## src/rtl/cpu_pkg.sv

```systemverilog
// Shared CPU definitions: divider state encoding and timing constants.
package cpu_pkg;

    localparam int unsigned DIV_WIDTH   = 32;
    localparam int unsigned DIV_LATENCY = DIV_WIDTH + 3;

    typedef enum logic [2:0] {
        DIV_IDLE,
        DIV_PREP,
        DIV_ITER,
        DIV_FIX,
        DIV_DONE
    } div_state_t;

endpackage

```

## src/rtl/div_unit_if.sv

```systemverilog
// Control-unit <-> divider handshake and result bus.
interface div_unit_if
    import cpu_pkg::*;
#(
    parameter int unsigned WIDTH = DIV_WIDTH
);
    logic             Start;
    logic             Signed;
    logic [WIDTH-1:0] A;
    logic [WIDTH-1:0] B;
    logic             Busy;
    logic             Done;
    logic             DivZero;
    logic [WIDTH-1:0] Hi;
    logic [WIDTH-1:0] Lo;

    modport master (
        output Start, Signed, A, B,
        input  Busy, Done, DivZero, Hi, Lo
    );

    modport slave (
        input  Start, Signed, A, B,
        output Busy, Done, DivZero, Hi, Lo
    );
endinterface

```

## src/rtl/div_unit_step.sv

```systemverilog
// One restoring-division iteration: shift {rem,quo} left, subtract divisor if it fits.
module div_step
    import cpu_pkg::*;
#(
    parameter int unsigned WIDTH = DIV_WIDTH
) (
    input  logic [WIDTH:0]   rem,
    input  logic [WIDTH-1:0] quo,
    input  logic [WIDTH:0]   dvs,
    output logic [WIDTH:0]   rem_n,
    output logic [WIDTH-1:0] quo_n
);
    logic [WIDTH+1:0] rem_sh;

    always_comb begin
        rem_sh = {rem, quo[WIDTH-1]};
        rem_n  = rem_sh[WIDTH:0];
        quo_n  = {quo[WIDTH-2:0], 1'b0};
        if (rem_sh >= {1'b0, dvs}) begin
            rem_n    = (WIDTH+1)'(rem_sh - {1'b0, dvs});
            quo_n[0] = 1'b1;
        end
    end
endmodule

```

## src/rtl/div_unit.sv

```systemverilog
// Multicycle DIV/DIVU unit: sign-magnitude wrapper around a restoring divider.
module div_unit
    import cpu_pkg::*;
#(
    parameter int unsigned WIDTH = DIV_WIDTH
) (
    input logic       Clk,
    input logic       Reset,
    div_unit_if.slave bus
);
    localparam int unsigned CNT_W = (WIDTH > 1) ? $clog2(WIDTH) : 1;

    div_state_t       state, state_n;
    logic             sgn_q;
    logic [WIDTH-1:0] a_q, b_q;
    logic             neg_q, neg_r;
    logic [WIDTH:0]   rem, dvs, rem_n;
    logic [WIDTH-1:0] quo, quo_n;
    logic [CNT_W-1:0] cnt;

    div_step #(.WIDTH(WIDTH)) u_step (
        .rem   (rem),
        .quo   (quo),
        .dvs   (dvs),
        .rem_n (rem_n),
        .quo_n (quo_n)
    );

    always_ff @(posedge Clk or posedge Reset) begin
        if (Reset) state <= DIV_IDLE;
        else       state <= state_n;
    end

    always_comb begin
        state_n  = state;
        bus.Busy = 1'b0;
        bus.Done = 1'b0;
        unique case (state)
            DIV_IDLE: if (bus.Start) state_n = (bus.B == '0) ? DIV_DONE : DIV_PREP;
            DIV_PREP: begin
                bus.Busy = 1'b1;
                state_n  = DIV_ITER;
            end
            DIV_ITER: begin
                bus.Busy = 1'b1;
                if (cnt == CNT_W'(WIDTH - 1)) state_n = DIV_FIX;
            end
            DIV_FIX: begin
                bus.Busy = 1'b1;
                state_n  = DIV_DONE;
            end
            DIV_DONE: begin
                bus.Done = 1'b1;
                state_n  = DIV_IDLE;
            end
            default: state_n = DIV_IDLE;
        endcase
    end

    // Operands are captured raw at Start so later bus changes cannot leak into PREP.
    always_ff @(posedge Clk or posedge Reset) begin
        if (Reset) begin
            sgn_q       <= 1'b0;
            a_q         <= '0;
            b_q         <= '0;
            neg_q       <= 1'b0;
            neg_r       <= 1'b0;
            rem         <= '0;
            dvs         <= '0;
            quo         <= '0;
            cnt         <= '0;
            bus.DivZero <= 1'b0;
            bus.Hi      <= '0;
            bus.Lo      <= '0;
        end else begin
            case (state)
                DIV_IDLE: if (bus.Start) begin
                    sgn_q       <= bus.Signed;
                    a_q         <= bus.A;
                    b_q         <= bus.B;
                    bus.DivZero <= (bus.B == '0);
                end
                DIV_PREP: begin
                    quo   <= (sgn_q && a_q[WIDTH-1]) ? -a_q : a_q;
                    dvs   <= {1'b0, ((sgn_q && b_q[WIDTH-1]) ? -b_q : b_q)};
                    neg_q <= sgn_q & (a_q[WIDTH-1] ^ b_q[WIDTH-1]);
                    neg_r <= sgn_q & a_q[WIDTH-1];
                    rem   <= '0;
                    cnt   <= '0;
                end
                DIV_ITER: begin
                    rem <= rem_n;
                    quo <= quo_n;
                    cnt <= cnt + 1'b1;
                end
                DIV_FIX: begin
                    bus.Lo <= neg_q ? -quo : quo;
                    bus.Hi <= neg_r ? -rem[WIDTH-1:0] : rem[WIDTH-1:0];
                end
                default: ;
            endcase
        end
    end
endmodule

```

## src/flat_wrapper.sv

```systemverilog
// flat-port wrapper written by rule: the top's interface ports become plain ports
module div_unit_flat import cpu_pkg::*;
#(
    parameter int unsigned WIDTH = DIV_WIDTH
)
  (Clk, Reset, bus_Start, bus_Signed, bus_A, bus_B, bus_Busy, bus_Done, bus_DivZero, bus_Hi, bus_Lo);
  div_unit_if #(.WIDTH(WIDTH)) bus_i ();
  input logic Clk;
  input logic Reset;
  input wire logic [$bits(bus_i.Start)-1:0] bus_Start;
  input wire logic [$bits(bus_i.Signed)-1:0] bus_Signed;
  input wire logic [$bits(bus_i.A)-1:0] bus_A;
  input wire logic [$bits(bus_i.B)-1:0] bus_B;
  output wire logic [$bits(bus_i.Busy)-1:0] bus_Busy;
  output wire logic [$bits(bus_i.Done)-1:0] bus_Done;
  output wire logic [$bits(bus_i.DivZero)-1:0] bus_DivZero;
  output wire logic [$bits(bus_i.Hi)-1:0] bus_Hi;
  output wire logic [$bits(bus_i.Lo)-1:0] bus_Lo;
  assign bus_i.Start = bus_Start;
  assign bus_i.Signed = bus_Signed;
  assign bus_i.A = bus_A;
  assign bus_i.B = bus_B;
  assign bus_Busy = bus_i.Busy;
  assign bus_Done = bus_i.Done;
  assign bus_DivZero = bus_i.DivZero;
  assign bus_Hi = bus_i.Hi;
  assign bus_Lo = bus_i.Lo;
  div_unit #(.WIDTH(WIDTH)) u_core (.Clk(Clk), .Reset(Reset), .bus(bus_i));
endmodule
```

## config.mk

```make
export PLATFORM = sky130hd
export DESIGN_NAME = div_unit_flat
export DESIGN_NICKNAME = d
export VERILOG_FILES = /design/src/rtl/cpu_pkg.sv /design/src/rtl/div_unit_if.sv /design/src/rtl/div_unit_step.sv /design/src/rtl/div_unit.sv /design/src/flat_wrapper.sv
export SDC_FILE = /design/constraint.sdc
export NUM_CORES = 1
export LEC_CHECK = 0
export CORE_MARGIN = 2
export CORE_UTILIZATION = 44
export CTS_CLUSTER_DIAMETER = 200
export DETAILED_ROUTE_END_ITERATION = 8
export PLACE_DENSITY = 0.66
export REMOVE_ABC_BUFFERS = 1
export SLEW_MARGIN = 25
export SYNTH_ARGS = -nofsm -noshare
export SYNTH_HDL_FRONTEND = slang
export SYNTH_HIERARCHICAL = 1
export SYNTH_SLANG_ARGS = --single-unit
```

## constraint.sdc

```tcl
create_clock -name Clk -period 24.6 [get_ports Clk]
set_clock_uncertainty 0.15 [all_clocks]
set_input_delay 3.69 -clock Clk [delete_from_list [all_inputs] [get_ports Clk]]
set_output_delay 3.69 -clock Clk [all_outputs]
set_load 0.01 [all_outputs]
```

## After elaboration in Yosys (flattened, before gate mapping)

Cells that the tools add are included.

- Register bits after elaboration: 237
- Bits of input ports: 68
- Output and inout port bits: 67
- Logic and storage cells: 53

- $add $sub $neg: 6
- Magnitude comparators: 1
- Equality and inequality tests: 7
- Muxes and demuxes: 15
- Bitwise logic cells: 3
- Reductions and logical operators: 8

Operators with widths:

| cell | count |
|---|---|
| 32-bit 2-to-1 mux | 4 |
| 32-bit negator | 4 |
| 33-bit case mux with 2 select lines | 1 |
| 32-bit case mux with 2 select lines | 1 |
| 34-bit by 32-bit greater-or-equal comparator with 1-bit output | 1 |
| 33-bit 2-to-1 mux | 1 |
| 33-bit by 32-bit subtractor with 33-bit output | 1 |
| 32-bit zero test | 1 |
| 3-bit case mux with 4 select lines | 1 |
| 5-bit case mux with 2 select lines | 1 |
| 3-bit 2-to-1 mux | 3 |
| 3-bit by 2-bit == test with 1-bit output (second input constant) | 2 |
| 5-bit by 1-bit adder with 5-bit output (second input constant) | 1 |
| 5-bit == test (second input constant) | 1 |
| 2-bit AND reduction | 2 |
| 3-bit by 1-bit == test with 1-bit output (second input constant) | 1 |
| 3-bit == test (second input constant) | 1 |
| 3-bit zero test | 1 |
| 1-bit 2-to-1 mux | 3 |
| 3-bit OR reduction | 1 |
| 1-bit AND | 2 |
| 1-bit logical AND | 2 |
| 2-bit by 1-bit inequality test with 1-bit output (second input constant) | 1 |
| 2-bit inequality test (second input constant) | 1 |
| 2 further kinds | 2 |

## Longest topological paths before layout

- Depth in word-level cells: 4
- Mapped depth: 14
- Gate-level depth less buffers: 14

## Cells and area by module

The synthesis kept the hierarchy.

Modules (own cells, without submodules):

| module | instances | cells each | area each (sq um) | sequential area each (sq um) |
|---|---|---|---|---|
| div_unit | 1 | 1174 | 11786.3 | 5930.7 |
| div_step | 1 | 430 | 2732.6 | 0.0 |

## Least setup slack after synthesis

No wires, ideal clock.

- Path kind: input to register
- Start point: input port bus_Start
- End point: register u_core.a_q[10]
- Arrival: 4.908 ns
- Data required time: 24.325 ns
- Slack: 19.418 ns
- Cell stages on the path: 4
- Buffers on the path: 2
- Cell sequence: nor4b_1 clkbuf_1 clkbuf_1 mux2_2

- Cells in the longest elaborated chain, start to end: 1

RTL lines:

| item | line | RTL |
|---|---|---|
| from (decl) | flat_wrapper.sv:10 | `input wire logic [$bits(bus_i.Start)-1:0] bus_Start;` |
| 2-bit AND reduction (no source line) | - |  |
| to (signal assigned) | div_unit.sv:79 | `a_q <= bus.A;` |
| to (decl) | div_unit.sv:15 | `logic [WIDTH-1:0] a_q, b_q;` |

Every way passes these cells.
A chain may end at the register's enable or synchronous reset.

## Worst setup path after layout

- Start point: register u_core.state[1]
- End point: output port bus_Done

- Cells in the longest elaborated chain, start to end: 2

RTL lines:

| item | line | RTL |
|---|---|---|
| from (decl) | div_unit.sv:13 | `div_state_t state, state_n;` |
| from (signal assigned) | div_unit.sv:31 | `else state <= state_n;` |
| 3-bit == test | div_unit.sv:38 | `unique case (state)` |
| 1-bit 2-to-1 mux | div_unit.sv:38 |  |
| to (decl) | flat_wrapper.sv:15 | `output wire logic [$bits(bus_i.Done)-1:0] bus_Done;` |

Every way passes these cells.

==> PnR_summary.wiki <==
{| class="wikitable"
! Metric !! Value
|-
| Run status || complete, no violations
|-
| Number of diodes || 0
|-
| Effective utilization at floorplan || 0.446
|-
| Width of the chip || 186 µm
|-
| Vertical die dimension || 186 µm
|-
| Largest delay share family, worst path || buffers and inverters
|-
| Total negative slack || 0 ns
|-
| Gr usage total || 0.214
|-
| Type of the worst setup path || flip-flop to primary output
|-
| Post-detailed-route wirelength per cell || 17.3 µm
|-
| Total power per unit cell area || 137 mW/mm²
|-
| Placer congestion estimate || 0.891
|-
| Largest voltage drop on the vdd net || 0.0661 mV
|-
| Hold-fix buffer count after cts || 0
|-
| First-pass GRT wire length || 59.6 mm
|-
| Cell breakdown of the critical path || nor2_1 -> and2_1 -> clkdlybuf4s50_1
|-
| Die Footprint || 0.0345 mm²
|-
| Flip-flop cell with the highest count after synthesis || sky130_fd_sc_hd__dfrtp_1
|-
| Share of cells above drive strength 1 || 0.0936
|-
| Post-synthesis area per instance || 9.05 µm²
|-
| Number of global-route vias before repair || 11200
|-
| Length of the first detailed-routing pass in iterations || 5
|-
| Relative area change from synthesis to final layout || 16.2%
|-
| Setup crit start kind || flip-flop
|-
| Number of warnings reported in the yosys synthesis log || 6
|-
| Count of cells resized by post-cts repair || 0
|-
| Post-detailed-route via-to-cell ratio || 5.57
|-
| Period utilisation layout || 0.238
|-
| Detailed Route WL || 36.5 mm
|-
| Layout net count || 1755
|-
| Total of flip-flops plus latches after synthesis || 237
|-
| Crit-path max cell delay || 0.53 ns
|-
| Sequential share of the synthesized area || 0.408
|-
| DR vias || 11800
|-
| Final-layout fill cell count || 3077
|-
| Antenna Violating Nets Remaining || 0
|-
| Total congestion overflow after global routing || 0
|-
| Required time at the endpoint of the critical path || 20.76 ns
|-
| Critical path's slowest cell || sky130_fd_sc_hd__clkdlybuf4s50_1
|-
| Total buffers and inverters traversed by the critical path || 1
|-
| Area of the core || 0.0325 mm²
|-
| Number of cells in the design after placement || 2060
|-
| Transition time of the tightest slew-check pin || 0.979 ns
|-
| Number of levels in the clock H-tree || 1
|-
| Cell Count, Final, Fillers Out || 2108
|-
| Synth Instances || 1604
|-
| Detailed-route DRC error count || 0
|-
| Type of element capturing the critical path || primary output
|-
| Max capacitance violation total || 0
|-
| Worst endpoint data arrival time || 2.01 ns
|-
| Skew-Pair Late Insertion Delay || 0.55 ns
|-
| Post-CTS setup buffer count || 0
|-
| Number of antenna violations at the first check in global routing || 0
|-
| Final period demand of the worst path || 5.85 ns
|-
| Max Transition Viols Final || 0
|-
| Fmax || 171 MHz
|-
| Area fraction of the dominant cell type after synthesis || 0.408
|-
| Final setup violation count || 0
|-
| Num rows || 66
|-
| Number of buffers added by the clock tree synthesis step || 27
|-
| Number of port buffers || 134
|-
| EDFF count, synth || 0
|-
| Top Ports || 135
|-
| Unrepaired setup endpoints after global routing || false
|-
| Pleak || 7.09 nW
|-
| Top area cells in the synthesized netlist || sky130_fd_sc_hd__dfrtp_1 41%, sky130_fd_sc_hd__nand2_1 5.4%, sky130_fd_sc_hd__o21ai_0 5.2%
|-
| Largest net degree at the start of global routing || 132
|-
| Clock root buffer master || sky130_fd_sc_hd__clkbuf_16
|-
| Cell area after synthesis || 0.0145 mm²
|-
| CTS tree || yes
|-
| Pwr Total || 2.30 mW
|-
| Async set-reset flop share out of synthesis || 1.00
|-
| Synth unique cells || 76
|-
| Drt first-iter violations || 736
|-
| Largest area contributor in the synthesized netlist || sky130_fd_sc_hd__dfrtp_1
|-
| Headroom to the max-slew limit || 0.341
|-
| Detailed Place HPWL || 26.7 mm
|-
| Worst hold slack after final layout || 0.325 ns
|-
| Final Hold Viols || 0
|-
| Peak fanout along the critical path || 11
|-
| Reg2reg setup slack || 20.95 ns
|-
| Clk buf depth || 3
|-
| CTS clk-pin slew, worst paths || 0.06 ns
|-
| Path type of the worst min-delay path || flip-flop to flip-flop
|-
| Total clock sinks || 237
|}
==> layout by cell type, fill, tap and decap left out, types with 8 or more instances in the layout <==
master	count
sky130_fd_sc_hd__or4_1	8
sky130_fd_sc_hd__dfrtp_1	236
sky130_fd_sc_hd__nand4_1	19
sky130_fd_sc_hd__clkdlybuf4s50_1	134
sky130_fd_sc_hd__o22ai_1	9
sky130_fd_sc_hd__o31ai_1	35
sky130_fd_sc_hd__o21ai_0	151
sky130_fd_sc_hd__a31oi_1	24
sky130_fd_sc_hd__or3_1	17
sky130_fd_sc_hd__clkbuf_16	27
sky130_fd_sc_hd__nand3_1	21
sky130_fd_sc_hd__xnor2_1	56
sky130_fd_sc_hd__mux2_2	63
sky130_fd_sc_hd__nand3b_1	8
sky130_fd_sc_hd__a22o_1	32
sky130_fd_sc_hd__o211ai_1	9
sky130_fd_sc_hd__and3_1	21
sky130_fd_sc_hd__mux2i_1	8
sky130_fd_sc_hd__ha_1	39
sky130_fd_sc_hd__nor2_1	68
sky130_fd_sc_hd__o41ai_1	19
sky130_fd_sc_hd__nor3_1	24
sky130_fd_sc_hd__inv_1	56
sky130_fd_sc_hd__nand2_1	208
sky130_fd_sc_hd__a21o_1	13
sky130_fd_sc_hd__xor2_1	83
sky130_fd_sc_hd__nor3b_1	8
sky130_fd_sc_hd__buf_4	10
sky130_fd_sc_hd__a21oi_1	93
sky130_fd_sc_hd__nor4_1	31
==> path summary, 6_finish.rpt <==
path,startpoint,end,cells past startpoint
worst min register to register,u_core/bus.Hi[27]$_DFFE_PP0N_,u_core/bus.Hi[27]$_DFFE_PP0N_,2
worst min-delay path,u_core/bus.Hi[27]$_DFFE_PP0N_,u_core/bus.Hi[27]$_DFFE_PP0N_,2
min in group asynchronous,Reset,u_core/b_q[25]$_DFFE_PP0P_,2
max in group asynchronous,Reset,u_core/cnt[4]$_DFFE_PP0P_,3
worst max-delay path,u_core/state[1]$_DFFE_PP0P_,bus_Done,3
worst max register to register,u_core/rem[12]$_DFFE_PP0P_,u_core/rem[16]$_DFFE_PP0P_,9
==> flip-flops by register name, summed over array words and instances (netlist names), 3 cells and up <==
signal and flops:
u_core/rem 33, u_core/a_q 32, u_core/b_q 32, u_core/bus.Hi 32, u_core/bus.Lo 32, u_core/dvs 32
u_core/quo 32, u_core/cnt 5, u_core/state 3
==> synthesized netlist by cell type (6+ instances only) <==
cell and n:
sky130_fd_sc_hd__o41ai_1 19, sky130_fd_sc_hd__a21oi_1 93, sky130_fd_sc_hd__a21o_1 13, sky130_fd_sc_hd__nor4_1 31, sky130_fd_sc_hd__nand2_1 209, sky130_fd_sc_hd__xnor2_1 56
sky130_fd_sc_hd__or4_1 8, sky130_fd_sc_hd__buf_4 36, sky130_fd_sc_hd__nor2_1 69, sky130_fd_sc_hd__mux2i_1 8, sky130_fd_sc_hd__a31oi_1 24, sky130_fd_sc_hd__or2_2 7
sky130_fd_sc_hd__o22ai_1 9, sky130_fd_sc_hd__clkbuf_1 77, sky130_fd_sc_hd__or3_1 17, sky130_fd_sc_hd__o31ai_1 35, sky130_fd_sc_hd__and2_1 7, sky130_fd_sc_hd__and3_1 21
sky130_fd_sc_hd__nor3_1 24, sky130_fd_sc_hd__nand4b_1 6, sky130_fd_sc_hd__dfrtp_1 237, sky130_fd_sc_hd__o21ai_1 6, sky130_fd_sc_hd__mux2_2 63, sky130_fd_sc_hd__buf_1 7
sky130_fd_sc_hd__inv_1 57, sky130_fd_sc_hd__nand4_1 19, sky130_fd_sc_hd__xor2_1 83, sky130_fd_sc_hd__a22o_1 32, sky130_fd_sc_hd__o21ai_0 151, sky130_fd_sc_hd__ha_1 39
sky130_fd_sc_hd__nand3_1 21, sky130_fd_sc_hd__buf_2 9, sky130_fd_sc_hd__nand3b_1 8, sky130_fd_sc_hd__nor3b_1 9, sky130_fd_sc_hd__o211ai_1 9, sky130_fd_sc_hd__nand2b_1 7
==> routing by layer <==
layer / global-route usage / part of all wire / vias up
met5: 0 / 0 / -
met4: 0.0592 / 0.024 / 0
met3: 0.0321 / 0.056 / 60
met2: 0.323 / 0.43 / 304
met1: 0.319 / 0.49 / 5566
li1: - / - / 5822
==> power breakdown <==
part / internal (mW) / switching [mW] / leakage (nW)
registers: 0.551 / 0.205 / 2.97
logic: 0.484 / 0.621 / 3.63
clock network: 0.278 / 0.165 / 0.486
total: 1.31 / 0.991 / 7.09
==> kinds of logic (layout without fill, tap and decap cells) <==
logic type	Yosys count	after routing	synth area share
AOI/OAI and AO/OA	439	439	0.191
xor gates and xnor gates	139	139	0.0839
adders and majority gates	40	40	0.0350
buffers and inverters	189	251	0.0600
DFF	237	237	0.408
muxes	71	71	0.0544
other	1	1	0.000258
and+or+nand+nor	488	488	0.167
==> through the flow <==
step	setup WS (ns)	cell area [µm²]	utilization
floorplan	12.93	13900	-
finish	18.75	16900	0.518
global route	18.66	16900	0.518
global placement	18.74	15900	0.488
detailed placement	18.68	15900	0.488
CTS	18.76	16900	0.518
==> cell type report <==
| class | count | area, µm² | share of cell area |
|---|---|---|---|
| Clock buffer | 32 | 744 | 0.0441 |
| Inverter | 58 | 225 | 0.0134 |
| Tap cell | 442 | 553 | 0.0328 |
| Multi-Input combinational cell | 1178 | 7740 | 0.459 |
| Timing Repair Buffer | 145 | 1430 | 0.0846 |
| Sequential cell | 237 | 5930 | 0.352 |
| Clock inverter | 16 | 243 | 0.0144 |
==> worst reg2reg max path, delay by kind of cell, from the launching register on <==
family | cells | cell delay, ns
AOI/OAI and AO/OA | 4 | 1.11
buffers and inverters | 1 | 0.51
adders and majority gates | 1 | 0.49
DFF | 1 | 0.48
muxes | 1 | 0.43
and+or+nand+nor | 2 | 0.37
(Power assumes the default switching activity.)
